**src/rtl/bc_ctrl_pkg.sv**
```systemverilog
// Shared types and constants for the basic-computer control sequencer:
// state encoding, control-array indices, bus codes and ALU op codes.
package bc_ctrl_pkg;

  typedef enum logic [3:0] {
    ST_INIT,
    ST_T0,
    ST_T1,
    ST_T2,
    ST_T3,
    ST_T4,
    ST_T5,
    ST_T6,
    ST_HALT,
    ST_WAIT_STEP
  } state_t;

  // Control-array indices
  localparam int C_LD_AR  = 0;
  localparam int C_INR_AR = 1;
  localparam int C_CLR_AR = 2;
  localparam int C_LD_PC  = 3;
  localparam int C_INR_PC = 4;
  localparam int C_CLR_PC = 5;
  localparam int C_LD_DR  = 6;
  localparam int C_INR_DR = 7;
  localparam int C_CLR_DR = 8;
  localparam int C_LD_AC  = 9;
  localparam int C_INR_AC = 10;
  localparam int C_CLR_AC = 11;
  localparam int C_LD_IR  = 12;
  localparam int C_LD_TR  = 13;
  localparam int C_INR_TR = 14;
  localparam int C_CLR_TR = 15;
  localparam int C_MEM_WE = 16;
  localparam int C_LD_E   = 17;
  localparam int C_CMP_E  = 18;
  localparam int C_CLR_E  = 19;
  localparam int C_OPSEL  = 20;

  // Bus source codes
  localparam logic [2:0] BUS_AR   = 3'd0;
  localparam logic [2:0] BUS_PC   = 3'd1;
  localparam logic [2:0] BUS_DR   = 3'd2;
  localparam logic [2:0] BUS_AC   = 3'd3;
  localparam logic [2:0] BUS_IR   = 3'd4;
  localparam logic [2:0] BUS_TR   = 3'd5;
  localparam logic [2:0] BUS_MEM  = 3'd6;
  localparam logic [2:0] BUS_ZERO = 3'd7;

  // ALU operation codes
  localparam logic [2:0] OP_AND = 3'd0;
  localparam logic [2:0] OP_ADD = 3'd1;
  localparam logic [2:0] OP_XFR = 3'd2;
  localparam logic [2:0] OP_CMA = 3'd3;
  localparam logic [2:0] OP_SHR = 3'd4;
  localparam logic [2:0] OP_SHL = 3'd5;

  // Request produced by the register-reference decoder
  typedef struct packed {
    logic       clr_ac;
    logic       clr_e;
    logic       ld_ac;
    logic       ld_e;
    logic       cmp_e;
    logic       inr_ac;
    logic       skip;
    logic       halt;
    logic [2:0] opsel;
  } rr_req_t;

  // Timing-step number shown on SC_OUT; non-timing states read as 7
  function automatic logic [2:0] sc_of(state_t s);
    case (s)
      ST_T0:   return 3'd0;
      ST_T1:   return 3'd1;
      ST_T2:   return 3'd2;
      ST_T3:   return 3'd3;
      ST_T4:   return 3'd4;
      ST_T5:   return 3'd5;
      ST_T6:   return 3'd6;
      default: return 3'd7;
    endcase
  endfunction

endpackage

```
**src/rtl/bc_control_unit_if.sv**
```systemverilog
// Datapath-facing bundle of the control sequencer.
// Optional macro BC_SINGLE_STEP_EN adds the STEP input.
interface bc_control_unit_if #(
  parameter int WIDTH      = 16,
  parameter int CTRL_LNGTH = 21
);
  logic [WIDTH-1:0] IR_IN;
  logic [WIDTH-1:0] AC_IN;
  logic [WIDTH-1:0] DR_IN;
  logic             E_IN;
`ifdef BC_SINGLE_STEP_EN
  logic             STEP;
`endif
  logic [2:0]       BUS_SEL;
  logic [2:0]       CTRL_SGNLS [CTRL_LNGTH];
  logic [2:0]       SC_OUT;
  logic             HALTED;

  // Control unit side
  modport slave (
`ifdef BC_SINGLE_STEP_EN
    input  STEP,
`endif
    input  IR_IN, AC_IN, DR_IN, E_IN,
    output BUS_SEL, CTRL_SGNLS, SC_OUT, HALTED
  );

  // Datapath side
  modport master (
`ifdef BC_SINGLE_STEP_EN
    output STEP,
`endif
    output IR_IN, AC_IN, DR_IN, E_IN,
    input  BUS_SEL, CTRL_SGNLS, SC_OUT, HALTED
  );
endinterface

```
**src/rtl/bc_control_unit_reg_ref_decode.sv**
```systemverilog
// Priority decode of register-reference instructions: only the highest
// set bit of IR[11:0] takes effect; skips are resolved against AC/E here.
module bc_reg_ref_decode
  import bc_ctrl_pkg::*;
(
  input  logic [11:0] ir_bits,
  input  logic        ac_neg,
  input  logic        ac_zero,
  input  logic        e_flag,
  output rr_req_t     req
);

  // Highest set bit wins; all-zero operand field is a no-op
  always_comb begin
    req = '0;
    if (ir_bits[11])      req.clr_ac = 1'b1;
    else if (ir_bits[10]) req.clr_e  = 1'b1;
    else if (ir_bits[9]) begin
      req.ld_ac = 1'b1;
      req.opsel = OP_CMA;
    end
    else if (ir_bits[8])  req.cmp_e  = 1'b1;
    else if (ir_bits[7]) begin
      req.ld_ac = 1'b1;
      req.ld_e  = 1'b1;
      req.opsel = OP_SHR;
    end
    else if (ir_bits[6]) begin
      req.ld_ac = 1'b1;
      req.ld_e  = 1'b1;
      req.opsel = OP_SHL;
    end
    else if (ir_bits[5])  req.inr_ac = 1'b1;
    else if (ir_bits[4])  req.skip   = ~ac_neg;
    else if (ir_bits[3])  req.skip   = ac_neg;
    else if (ir_bits[2])  req.skip   = ac_zero;
    else if (ir_bits[1])  req.skip   = ~e_flag;
    else if (ir_bits[0])  req.halt   = 1'b1;
  end

endmodule

```
**src/rtl/bc_control_unit.sv**
```systemverilog
// Hardwired control sequencer for the basic computer: fetch/decode/execute
// timing T0..T6 with Moore-decoded bus select and control array.
// Optional macro BC_SINGLE_STEP_EN parks the FSM in WAIT_STEP before each
// instruction until STEP is seen high.
module bc_control_unit
  import bc_ctrl_pkg::*;
#(
  parameter int WIDTH      = 16,
  parameter int CTRL_LNGTH = 21
) (
  input logic              clk,
  input logic              RST,
  bc_control_unit_if.slave bus
);

  localparam logic [2:0] ON = 3'd1;

`ifdef BC_SINGLE_STEP_EN
  localparam state_t ST_ENTRY = ST_WAIT_STEP;
`else
  localparam state_t ST_ENTRY = ST_T0;
`endif

  state_t     r_state;
  state_t     w_state_next;
  logic       r_i;
  logic [2:0] r_d;
  logic [2:0] w_bus;
  logic [2:0] w_ctrl [CTRL_LNGTH];
  logic [2:0] w_sc;
  logic       w_halted;
  rr_req_t    w_rr;

  bc_reg_ref_decode u_rr (
    .ir_bits (bus.IR_IN[11:0]),
    .ac_neg  (bus.AC_IN[WIDTH-1]),
    .ac_zero (bus.AC_IN == {WIDTH{1'b0}}),
    .e_flag  (bus.E_IN),
    .req     (w_rr)
  );

  // State register
  always_ff @(posedge clk) begin
    if (RST) r_state <= ST_INIT;
    else     r_state <= w_state_next;
  end

  // Latch indirect bit and opcode while IR is on the bus at T2
  always_ff @(posedge clk) begin
    if (RST) begin
      r_i <= 1'b0;
      r_d <= 3'd0;
    end else if (r_state == ST_T2) begin
      r_i <= bus.IR_IN[WIDTH-1];
      r_d <= bus.IR_IN[WIDTH-2 -: 3];
    end
  end

  // Next-state and Moore output decode; reset blanks outputs immediately
  always_comb begin
    w_state_next = r_state;
    w_bus        = BUS_ZERO;
    w_ctrl       = '{default: 3'd0};
    w_sc         = sc_of(r_state);
    w_halted     = 1'b0;
    case (r_state)
      ST_INIT: begin
        w_ctrl[C_CLR_PC] = ON;
        w_ctrl[C_CLR_AC] = ON;
        w_ctrl[C_CLR_E]  = ON;
        w_ctrl[C_CLR_TR] = ON;
        w_state_next     = ST_ENTRY;
      end
      ST_T0: begin
        w_bus           = BUS_PC;
        w_ctrl[C_LD_AR] = ON;
        w_state_next    = ST_T1;
      end
      ST_T1: begin
        w_bus            = BUS_MEM;
        w_ctrl[C_LD_IR]  = ON;
        w_ctrl[C_INR_PC] = ON;
        w_state_next     = ST_T2;
      end
      ST_T2: begin
        w_bus           = BUS_IR;
        w_ctrl[C_LD_AR] = ON;
        w_state_next    = ST_T3;
      end
      ST_T3: begin
        if (r_d != 3'd7) begin
          if (r_i) begin
            w_bus           = BUS_MEM;
            w_ctrl[C_LD_AR] = ON;
          end
          w_state_next = ST_T4;
        end else if (!r_i) begin
          w_ctrl[C_CLR_AC] = {2'b00, w_rr.clr_ac};
          w_ctrl[C_CLR_E]  = {2'b00, w_rr.clr_e};
          w_ctrl[C_LD_AC]  = {2'b00, w_rr.ld_ac};
          w_ctrl[C_LD_E]   = {2'b00, w_rr.ld_e};
          w_ctrl[C_CMP_E]  = {2'b00, w_rr.cmp_e};
          w_ctrl[C_INR_AC] = {2'b00, w_rr.inr_ac};
          w_ctrl[C_INR_PC] = {2'b00, w_rr.skip};
          w_ctrl[C_OPSEL]  = w_rr.opsel;
          w_state_next     = w_rr.halt ? ST_HALT : ST_ENTRY;
        end else begin
          w_state_next = ST_ENTRY;
        end
      end
      ST_T4: begin
        w_state_next = ST_ENTRY;
        case (r_d)
          3'd0, 3'd1, 3'd2, 3'd6: begin
            w_bus           = BUS_MEM;
            w_ctrl[C_LD_DR] = ON;
            w_state_next    = ST_T5;
          end
          3'd3: begin
            w_bus            = BUS_AC;
            w_ctrl[C_MEM_WE] = ON;
          end
          3'd4: begin
            w_bus           = BUS_AR;
            w_ctrl[C_LD_PC] = ON;
          end
          3'd5: begin
            w_bus            = BUS_PC;
            w_ctrl[C_MEM_WE] = ON;
            w_ctrl[C_INR_AR] = ON;
            w_state_next     = ST_T5;
          end
          default: ;
        endcase
      end
      ST_T5: begin
        w_state_next = ST_ENTRY;
        case (r_d)
          3'd0: begin
            w_ctrl[C_OPSEL] = OP_AND;
            w_ctrl[C_LD_AC] = ON;
          end
          3'd1: begin
            w_ctrl[C_OPSEL] = OP_ADD;
            w_ctrl[C_LD_AC] = ON;
            w_ctrl[C_LD_E]  = ON;
          end
          3'd2: begin
            w_ctrl[C_OPSEL] = OP_XFR;
            w_ctrl[C_LD_AC] = ON;
          end
          3'd5: begin
            w_bus           = BUS_AR;
            w_ctrl[C_LD_PC] = ON;
          end
          3'd6: begin
            w_ctrl[C_INR_DR] = ON;
            w_state_next     = ST_T6;
          end
          default: ;
        endcase
      end
      ST_T6: begin
        // DR has already been incremented, so zero here means it wrapped
        w_bus            = BUS_DR;
        w_ctrl[C_MEM_WE] = ON;
        w_ctrl[C_INR_PC] = {2'b00, bus.DR_IN == {WIDTH{1'b0}}};
        w_state_next     = ST_ENTRY;
      end
      ST_HALT: begin
        w_halted = 1'b1;
      end
      ST_WAIT_STEP: begin
`ifdef BC_SINGLE_STEP_EN
        if (bus.STEP) w_state_next = ST_T0;
`else
        w_state_next = ST_T0;
`endif
      end
      default: w_state_next = ST_INIT;
    endcase
    if (RST) begin
      w_bus    = 3'd0;
      w_ctrl   = '{default: 3'd0};
      w_sc     = 3'd7;
      w_halted = 1'b0;
    end
  end

  assign bus.BUS_SEL = w_bus;
  assign bus.SC_OUT  = w_sc;
  assign bus.HALTED  = w_halted;

  // Drive the control array element by element
  for (genvar gi = 0; gi < CTRL_LNGTH; gi++) begin : g_ctrl
    assign bus.CTRL_SGNLS[gi] = w_ctrl[gi];
  end

endmodule

```
**src/flat_wrapper.sv**
```systemverilog
// flat-port wrapper written by rule: the top's interface ports become plain ports
module bc_control_unit_flat import bc_ctrl_pkg::*;
#(
  parameter int WIDTH      = 16,
  parameter int CTRL_LNGTH = 21
)
  (clk, RST, bus_IR_IN, bus_AC_IN, bus_DR_IN, bus_E_IN, bus_BUS_SEL, bus_CTRL_SGNLS, bus_SC_OUT, bus_HALTED);
  bc_control_unit_if #(.WIDTH(WIDTH), .CTRL_LNGTH(CTRL_LNGTH)) bus_i ();
  input logic clk;
  input logic RST;
  input wire logic [$bits(bus_i.IR_IN)-1:0] bus_IR_IN;
  input wire logic [$bits(bus_i.AC_IN)-1:0] bus_AC_IN;
  input wire logic [$bits(bus_i.DR_IN)-1:0] bus_DR_IN;
  input wire logic [$bits(bus_i.E_IN)-1:0] bus_E_IN;
  output wire logic [$bits(bus_i.BUS_SEL)-1:0] bus_BUS_SEL;
  output wire logic [$bits(bus_i.CTRL_SGNLS)-1:0] bus_CTRL_SGNLS;
  output wire logic [$bits(bus_i.SC_OUT)-1:0] bus_SC_OUT;
  output wire logic [$bits(bus_i.HALTED)-1:0] bus_HALTED;
  assign bus_i.IR_IN = bus_IR_IN;
  assign bus_i.AC_IN = bus_AC_IN;
  assign bus_i.DR_IN = bus_DR_IN;
  assign bus_i.E_IN = bus_E_IN;
  assign bus_BUS_SEL = bus_i.BUS_SEL;
  assign bus_CTRL_SGNLS = {>>{bus_i.CTRL_SGNLS}};
  assign bus_SC_OUT = bus_i.SC_OUT;
  assign bus_HALTED = bus_i.HALTED;
  bc_control_unit #(.WIDTH(WIDTH), .CTRL_LNGTH(CTRL_LNGTH)) u_core (.clk(clk), .RST(RST), .bus(bus_i));
endmodule
```
**config.mk**
```make
export PLATFORM = sky130hd
export DESIGN_NAME = bc_control_unit_flat
export DESIGN_NICKNAME = d
export VERILOG_FILES = /design/src/rtl/bc_ctrl_pkg.sv /design/src/rtl/bc_control_unit_if.sv /design/src/rtl/bc_control_unit_reg_ref_decode.sv /design/src/rtl/bc_control_unit.sv /design/src/flat_wrapper.sv
export SDC_FILE = /design/constraint.sdc
export NUM_CORES = 1
export LEC_CHECK = 0
export CAP_MARGIN = 20
export CORE_UTILIZATION = 32
export DETAILED_ROUTE_END_ITERATION = 10
export GPL_ROUTABILITY_DRIVEN = 0
export PLACE_DENSITY = 0.81
export SLEW_MARGIN = 20
export SYNTH_ARGS = -nofsm -noshare
export SYNTH_HDL_FRONTEND = slang
export SYNTH_SLANG_ARGS = --single-unit
```
**constraint.sdc**
```tcl
create_clock -name clk -period 2.4 [get_ports clk]
set_clock_uncertainty 0.1 [all_clocks]
set_input_delay 0.48 -clock clk [delete_from_list [all_inputs] [get_ports clk]]
set_output_delay 0.48 -clock clk [all_outputs]
set_load 0.05 [all_outputs]
```
==> reports/metrics.csv, run 1 <==
metric,value,unit
io_buffer_count,76,
grt_max_degree,23,
firstDrtPassIters,4,
setup_viol,8,
reg2reg_slack,0.45,ns
synth_flop_cell,dfxtp_1,
start_util,34.3,%
cts-buffers-inserted,3,
required,1.82,ns
coreArea,4090,um2
yosys.area_share.simple,36.9,%
syn_inst,200,
arrival,1.97,ns
register_area,165,um2
layout_setup_ws,-0.148,ns
root_buffer,clkbuf_8,
synth.distinct_cells,54,
cts_tree,built,
final_cell_area,2740,um2
avgSynthCellArea,7.00,um2
synthesis.area,1400,um2
post-route-period-util,106,%
layout_common_cells,"44 x conb_1, 43 x clkdlybuf4s50_1, 27 x buf_12",
hold_path.class,flip-flop to flip-flop,
synth_top_area_share,25.2,%
drc_errors,0,
vias,1717,
overflow,0,
reg2reg_depth,7,
synth_xor_area_share,1.88,%
htree_levels,1,
synth-seq-cells,8,
crit_path_end_kind,primary output,
multi_input_area,1220,um2
antennaDiodeCount,0,
die_h,68.1,um
area_delta_synth_final,95.5,%
r2r-end,u_core.r_state[0]$_SDFFE_PP0P_,
drive_above_1_share,35.9,%
grt_pass1_vias,1616,
synth_top_family_by_area,simple AND/OR/NAND/NOR gates,
leakagePower,1.13,nW
placed_area,2490,um2
initialDrtViolationCount,64,
violations,setup timing,
crit_type,flip-flop to primary output,
synth_top_area_cell,buf_4,
grt_pass1_wl,7000,um
synth_edf_count,0,
ys_seq_area_share,11.4,%
endpoint,bus_CTRL_SGNLS[48],
grt_antenna_before_repair,0,
yosys_warnings,0,
synthAdderAreaFrac,0,%
final-hold-violation-count,0,
clock_path_buffers,2,
fp.dieW,68.1,um
finalNetCount,348,
track_usage,20.1,%
synth.area.mux_share,0.715,%
dieArea,4640,um2
ctsHoldBuffers,0,
cp-start-kind,flip-flop,
timing.rr.start,u_core.r_i$_SDFFE_PP0P_,
hold_depth,3,
routed_wl,5060,um
clkLatencyLatePin,0.23,ns
clock-sinks,8,
crit_start,u_core.r_i$_SDFFE_PP0P_,
rsz0062_at_grt,yes,
status,finished with violations,
io-pin-count,121,
fmax,0.392,GHz
ir_drop,0.296,mV
final.fill_count,294,
via_per_inst,4.98,
num_rows,23,
final.min_clock_period,2.55,ns
wl_per_cell,14.7,um
clk_pin_slew_worst_paths,0.04,ns
crit_fanout,3,
dp_hpwl,3690,um
final_common_cell,conb_1,
synthArstFlopShare,0,%
pwr_density_cell,408,nW/um2
drv_slew,0,
ys_top_cells_by_area,"buf_4 25%, dfxtp_1 11%, a21oi_1 4.6%",
synth-compound-area-share,19.8,%
postRouteAntennaNets,0,
place_ws,-0.469,ns
drv_cap,0,
==> per-stage QoR <==
step	total power [W]	utilization (%)	cells	setup TNS, ns	hold WS, ns
finish	0.00112	67.0	345	-0.548	0.578
global route	0.00117	67.0	345	-1.06	0.588
CTS	0.00107	64.7	343	-0.726	0.567
detailed placement	0.000889	61.1	336	-3.45	0.562
global placement	0.000883	61.1	336	-3.05	0.553
floorplan	0.000649	-	243	-0.289	0.449
==> worst min path at each step <==
stage                       startpoint                 endpoint  slack [ns]
3_3_place_gp   u_core.r_i$_SDFFE_PP0P_  u_core.r_i$_SDFFE_PP0P_        0.55
3_5_place_dp   u_core.r_i$_SDFFE_PP0P_  u_core.r_i$_SDFFE_PP0P_        0.56
2_1_floorplan  u_core.r_i$_SDFFE_PP0P_  u_core.r_i$_SDFFE_PP0P_        0.45
5_1_grt        u_core.r_i$_SDFFE_PP0P_  u_core.r_i$_SDFFE_PP0P_        0.59
6_report       u_core.r_i$_SDFFE_PP0P_  u_core.r_i$_SDFFE_PP0P_        0.58
4_1_cts        u_core.r_i$_SDFFE_PP0P_  u_core.r_i$_SDFFE_PP0P_        0.57
==> critical path: stages, from the launching register on <==
cell      delay (ns)
dfxtp_2         0.32
or4b_4          0.57
buf_12          0.16
nor4_4          0.17
and4bb_1        0.23
a22o_2          0.15
buf_12          0.13
==> timing repair <==
item | CTS | global route
pin swaps | 13 | 11
endpoints found under the setup margin | 14 | 13
gates resized for setup | 42 | 19
setup buffers | 4 | 2
==> report_power, final <==
part           switching [W]  total (W)  internal, W  leakage (nW)
Clock              0.0000585   0.000168     0.000109        0.0216
Sequential         0.0000184   0.000165     0.000146        0.0667
Combinational       0.000470   0.000784     0.000314          1.05
Total               0.000547    0.00112     0.000570          1.13
==> cell type report <==
type                            instances  area share [%]
Tap cell                               50            2.29
Clock buffer                            3            1.51
Sequential cell                         8            6.03
Timing Repair Buffer                  103            44.9
Inverter                                5           0.686
Multi-Input combinational cell        176            44.6
==> synth_stat cells (2+ instances only) <==
cell / n
a21oi_1: 13
a22oi_1: 2
a31oi_1: 3
and2_1: 2
and3_1: 3
and4bb_2: 2
buf_2: 3
buf_4: 47
clkbuf_1: 3
dfxtp_1: 8
inv_1: 5
nand2_1: 16
nand2b_1: 5
nand3_1: 4
nand3b_1: 2
nor2_1: 16
nor2b_1: 3
nor3_1: 4
nor3b_1: 3
nor4_1: 9
o21ai_0: 10
o21bai_1: 2
o41ai_1: 2
or3_1: 2
xor2_1: 2
==> flip-flops by register name, summed over array words and instances, names as in the netlist <==
register,cells
u_core.r_i,1
u_core.r_d,3
u_core.r_state,4
==> logic make-up (layout without fill, tap and decap cells) <==
logic type	Yosys count	in the layout
compound gates	43	43
xor+xnor	3	3
buf+inv	59	111
flops	8	8
mux	1	1
other cells	1	44
simple gates	85	85
==> routing by layer <==
layer  vias up  track usage (%)  part of all wire, %
met2       100             38.8                   51
met1       774             20.4                   37
met5         -                0                    0
met3        16             4.33                  9.6
met4         0             8.33                  2.3
li1        827                -                    -
Power figures use the tool's default switching activity.
==> inputs of run 2 (changes only) <==
==> constraint.sdc (replaced) <==
create_clock -name clk -period 2.4 [get_ports clk]
set_clock_uncertainty 0.1 [all_clocks]
set_input_delay 0.24 -clock clk [delete_from_list [all_inputs] [get_ports clk]]
set_output_delay 0.24 -clock clk [all_outputs]
set_load 0.05 [all_outputs]
==> run 2 against run 1 <==
- the flow now finishes without violations
- cell count fell by 2.9%
- sequential share of layout area rose by 0.47 points
- sequential cell count did not move
- global-route usage fell by 1.1 points
- core utilization fell by 6.2 points
- combinational power fell by 9.1%
- routed wire length fell by 13%
- power fell by 6.8%
==> reports/metrics.csv, run 2 (synthesized netlist as in run 1, its figures left out) <==
metric,value,unit,change
fmax,0.419,GHz,+6.9%
register_area,161,um2,-2.3%
drive_above_1_share,21.8,%,-14 points
root_buffer,clkbuf_8,,
post-route-period-util,99.3,%,-6.8 points
fin_setup_tns,0,ns,+0.548 ns
die_h,68.1,um,unchanged
num_rows,23,,unchanged
clock_path_buffers,2,,unchanged
routed_wl,4410,um,-13%
final_cell_area,2480,um2,-9.3%
drv_slew,0,,unchanged
io-pin-count,121,,unchanged
dieArea,4640,um2,unchanged
grt_antenna_before_repair,0,,unchanged
fp.dieW,68.1,um,unchanged
layout_common_cells,"47 x clkdlybuf4s50_1, 44 x conb_1, 26 x buf_12",,
io_buffer_count,76,,unchanged
reg2reg_depth,6,,-1
place_ws,-0.0416,ns,+0.427 ns
worst_pin_slew,0.500,ns,
required,2.06,ns,+0.24 ns
relSlewSlack,66.6,%,
crit_type,flip-flop to primary output,,
setup_viol,0,,-8
comb_power_share,68.6,%,-1.6 points
endpoint,bus_CTRL_SGNLS[9],,
pwr_density_cell,419,nW/um2,+2.7%
final.fill_count,357,,+21%
antennaDiodeCount,0,,unchanged
crit_path_end_kind,primary output,,
clkLatencyLatePin,0.23,ns,about the same
track_usage,19.0,%,-1.1 points
leakagePower,1.04,nW,-8.4%
slowest_stage,or4_4,,
grt_pass1_vias,1517,,-6.1%
dp_hpwl,3530,um,-4.3%
ir_drop,0.357,mV,+21%
crit_fanout,4,,+1
worst_path_largest_cell_delay,0.57,ns,about the same
placed_area,2390,um2,-4.2%
p_sw_share,48.8,%,-0.23 points
r2r-end,u_core.r_state[0]$_SDFFE_PP0P_,,
overflow,0,,unchanged
cp_cell_sequence,"or4b_4, or4_4, o22ai_4, buf_12",,
coreArea,4090,um2,unchanged
hold_path.class,primary input to flip-flop,,
drv_cap,0,,unchanged
drc_errors,0,,unchanged
postRouteAntennaNets,0,,unchanged
switching_power,0.000507,W,-7.3%
finalNetCount,338,,-2.9%
final_common_cell,clkdlybuf4s50_1,,
clock-sinks,8,,unchanged
final.min_clock_period,2.38,ns,-0.164 ns
via_per_inst,4.90,,-1.5%
final-hold-violation-count,0,,unchanged
cp-start-kind,flip-flop,,
area_delta_synth_final,77.4,%,
rsz0062_at_grt,yes,,
timing.rr.start,u_core.r_i$_SDFFE_PP0P_,,
firstDrtPassIters,4,,unchanged
layout_setup_ws,0.0160,ns,+0.164 ns
cts-buffers-inserted,3,,unchanged
reg2reg_slack,0.59,ns,+0.14 ns
htree_levels,1,,unchanged
grt_max_degree,23,,unchanged
seqPwrFrac,15.4,%,+0.7 points
cts_tree,built,,
status,"finished, final reports clean",,
vias,1642,,-4.4%
p_int,0.000533,W,-6.4%
largest_reg_flops,4,,unchanged
multi_input_area,1040,um2,-14%
finalPower,0.00104,W,-6.8%
start_util,34.3,%,unchanged
largestRegisters,"u_core.r_state: 4 flops, u_core.r_d: 3 flops, u_core.r_i: 1 flops",,
wl_per_cell,13.2,um,-10%
grt_pass1_wl,6710,um,-4.1%
arrival,2.04,ns,+0.07 ns
clk_pin_slew_worst_paths,0.04,ns,about the same
initialDrtViolationCount,86,,+34%
p_clk_share,16.1,%,+1.1 points
crit_start,u_core.r_i$_SDFFE_PP0P_,,
regMostFlops,u_core.r_state,,
==> run 2: power groups by stage <==
stage	clock, W	combinational, W	sequential (W)
2_1_floorplan	0	0.000483	0.000153
6_report	0.000167	0.000713	0.000160
5_1_grt	0.000175	0.000753	0.000162
3_3_place_gp	0	0.000699	0.000160
3_5_place_dp	0	0.000706	0.000161
4_1_cts	0.000168	0.000710	0.000158
==> run 2: worst min-delay path by stage <==
stage               depth (start not counted)                     from                          to  slack [ns]
CTS                                         3            bus_IR_IN[13]  u_core.r_d[1]$_SDFFE_PP0P_        0.47
finish                                      3            bus_IR_IN[15]     u_core.r_i$_SDFFE_PP0P_        0.46
global placement                            3  u_core.r_i$_SDFFE_PP0P_     u_core.r_i$_SDFFE_PP0P_        0.55
global route                                3            bus_IR_IN[15]     u_core.r_i$_SDFFE_PP0P_        0.48
detailed placement                          3  u_core.r_i$_SDFFE_PP0P_     u_core.r_i$_SDFFE_PP0P_        0.56
floorplan                                   2            bus_IR_IN[12]  u_core.r_d[0]$_SDFFE_PP0P_        0.28
==> run 2: area by class of cell <==
| cell class | count | area share, % |
|---|---|---|
| clock buffers | 3 | 1.66 |
| inverters | 5 | 0.756 |
| multi-input cells | 176 | 42.0 |
| flip-flops and latches | 8 | 6.50 |
| well taps | 50 | 2.52 |
| repair buffers | 93 | 46.5 |
==> run 2: worst max-delay path, delay by kind of cell (launching register included) <==
family                 cells  cell delay, ns
buffers and inverters      1            0.16
AO/OA/AOI/OAI              1            0.22
AND/OR/NAND/NOR            2            1.12
flip-flops                 1            0.32
==> run 2: timing repair <==
action                     in CTS  in global routing
buffers inserted                0                  2
pin swaps                       2                  7
hold buffers                    0                  0
setup endpoints to repair       2                  6
gates resized for setup         3                  8
==> run 2: routing by layer <==
| metal | GRT usage [%] | wire (um) |
|---|---|---|
| met5 | 0 | 0 |
| met4 | 5.47 | 39 |
| met3 | 3.67 | 408 |
| met2 | 34.1 | 2180 |
| met1 | 22.6 | 1780 |
==> run 2: through the flow <==
| step | hold slack (ns) | utilization, % | std cells |
|---|---|---|---|
| final | 0.461 | 60.8 | 335 |
| after global routing | 0.485 | 60.8 | 335 |
| after CTS | 0.468 | 59.9 | 333 |
| after detailed placement | 0.556 | 58.5 | 330 |
| after global placement | 0.549 | 58.5 | 330 |
| after floorplan | 0.276 | - | 243 |
==> inputs of run 3 (changes only) <==
--- a/config.mk
+++ b/config.mk
@@ -10,6 +10,7 @@
 export DETAILED_ROUTE_END_ITERATION = 10
 export GPL_ROUTABILITY_DRIVEN = 0
 export PLACE_DENSITY = 0.81
+export SKIP_LAST_GASP = 1
 export SLEW_MARGIN = 20
 export SYNTH_ARGS = -nofsm -noshare
 export SYNTH_HDL_FRONTEND = slang
==> constraint.sdc (replaced) <==
create_clock -name clk -period 2.4 [get_ports clk]
set_clock_uncertainty 0.1 [all_clocks]
set_input_delay 0.24 -clock clk [delete_from_list [all_inputs] [get_ports clk]]
set_output_delay 0.24 -clock clk [all_outputs]
set_load 0.02 [all_outputs]
==> run 3 against run 2 <==
- first-iteration DRC count fell by 30%
- combinational power fell by 35%
- via count rose by 1.1%
- sequential power fell by 3%
- critical path depth rose by 1
- global-route usage fell by 0.52 points
- die area did not move
- critical path type is now primary input to primary output
- largest cell class is now multi-input gates
- highest routed layer unchanged
==> reports/metrics.csv, run 3 (synthesized netlist as in run 1, its figures left out) <==
metric,value,unit,change
vias,1660,,+1.1%
io_buffer_count,76,,unchanged
clock_path_buffers,2,,unchanged
worst_path_largest_cell_delay,0.57,ns,about the same
p_sw_share,41.5,%,-7.3 points
root_buffer,clkbuf_8,,
initialDrtViolationCount,60,,-30%
drive_above_1_share,16.4,%,-5.3 points
num_rows,23,,unchanged
ir_drop,0.138,mV,-61%
post_cts_buffers,0,,unchanged
status,"finished, final reports clean",,
coreArea,4090,um2,unchanged
final_common_cell,clkdlybuf4s50_1,,
setup_viol,0,,unchanged
fin_util,54.6,%,-6.2 points
final-hold-violation-count,0,,unchanged
io-pin-count,121,,unchanged
regMostFlops,u_core.r_state,,
p_int,0.000465,W,-13%
firstDrtPassIters,4,,unchanged
required,2.06,ns,about the same
die_h,68.1,um,unchanged
grt_pass1_wl,6500,um,-3.1%
leakagePower,0.975,nW,-6.2%
layout_common_cells,"59 x clkdlybuf4s50_1, 44 x conb_1, 25 x buf_4",,
via_per_inst,4.85,,-0.97%
dieArea,4640,um2,unchanged
track_usage,18.5,%,-0.52 points
fp.dieW,68.1,um,unchanged
fin_setup_tns,0,ns,unchanged
crit_path_end_kind,primary output,,
hold_path.class,primary input to flip-flop,,
dp_hpwl,3420,um,-3.3%
cp_cell_sequence,"clkdlybuf4s50_1, or4b_4, or4_4, o22ai_2, clkbuf_2",,
grt_pass1_vias,1516,,-0.066%
seqPwrFrac,19.5,%,+4.1 points
drv_slew,0,,unchanged
crit_type,primary input to primary output,,
grt_antenna_before_repair,0,,unchanged
finalNetCount,345,,+2.1%
finalPower,0.000794,W,-24%
clkLatencyLatePin,0.24,ns,about the same
cts-buffers-inserted,3,,unchanged
slowest_stage,or4b_4,,
p_clk_share,21.8,%,+5.7 points
fmax,0.420,GHz,+0.17%
clock-sinks,8,,unchanged
cpLargestDelayFamily,simple AND/OR/NAND/NOR gates,,
postRouteAntennaNets,0,,unchanged
ctsHoldBuffers,0,,unchanged
comb_power_share,58.7,%,-9.9 points
drv_cap,0,,unchanged
dp_cells,339,,+2.7%
crit_fanout,4,,unchanged
final.min_clock_period,2.38,ns,-0.00411 ns
post-route-period-util,99.2,%,-0.17 points
pwr_density_cell,356,nW/um2,-15%
arrival,2.04,ns,about the same
overflow,0,,unchanged
clk_pin_slew_worst_paths,0.04,ns,about the same
largestRegisters,"u_core.r_state: 4 flops, u_core.r_d: 3 flops, u_core.r_i: 1 flops",,
rsz0062_at_grt,yes,,
start_util,34.3,%,unchanged
largest_reg_flops,4,,unchanged
antennaDiodeCount,0,,unchanged
fin_cells,342,,+2.1%
routed_wl,4330,um,-1.7%
drc_errors,0,,unchanged
wl_per_cell,12.7,um,-3.8%
cts_tree,built,,
switching_power,0.000329,W,-35%
cp-start-kind,primary input,,
area_delta_synth_final,59.3,%,
critical_path_buf_inv_count,2,,+1
grt_max_degree,23,,unchanged
htree_levels,1,,unchanged
==> run 3: layout make-up <==
cell class,instances,area (um2)
sequential,8,160
fill,393,1860
timing repair buffer,100,931
inverter,5,18.8
clock buffer,3,41.3
multi-input combinational,176,1020
tap,50,62.6
==> run 3: timing repair <==
item / in CTS / in global routing
pin swaps: 0 / 2
resized for setup: 30 / 14
endpoints found under the setup margin: 14 / 13
gates cloned: 0 / 0
==> run 3: tightest hold or removal path: stages <==
cell	delay (ns)
clkdlybuf4s50_1	0.39
nand2_1	0.06
a21oi_1	0.05
==> run 3: power groups by stage <==
stage	logic (W)	registers, W	clock network, W
after floorplan	0.000312	0.000153	0
after global placement	0.000466	0.000155	0
after detailed placement	0.000470	0.000156	0
after CTS	0.000464	0.000154	0.000172
after global routing	0.000505	0.000155	0.000188
final	0.000467	0.000155	0.000173
==> run 3: routing by layer <==
metal	track usage (%)	share of wire [%]
met1	20.3	39
met2	33.7	50
met3	5.00	10
met4	6.25	1.2
met5	0	0
==> run 3: metrics by stage <==
step	hold WS [ns]	cell area [um2]	setup slack, ns
after floorplan	0.276	1560	0.398
after global placement	0.544	2180	-0.383
after detailed placement	0.542	2180	-0.415
after CTS	0.470	2220	-0.147
after global routing	0.476	2230	-0.0725
final	0.466	2230	0.0201
==> run 3: path summary, 6_finish.rpt <==
path	from	end	slack, ns	cells after the start
setup / recovery	bus_IR_IN[10]	bus_CTRL_SGNLS[9]	0.02	5
setup reg to reg	u_core.r_i$_SDFFE_PP0P_	u_core.r_state[0]$_SDFFE_PP0P_	0.69	5
hold / removal	bus_IR_IN[12]	u_core.r_d[0]$_SDFFE_PP0P_	0.47	3
hold reg to reg	u_core.r_d[2]$_SDFFE_PP0P_	u_core.r_d[2]$_SDFFE_PP0P_	0.55	3
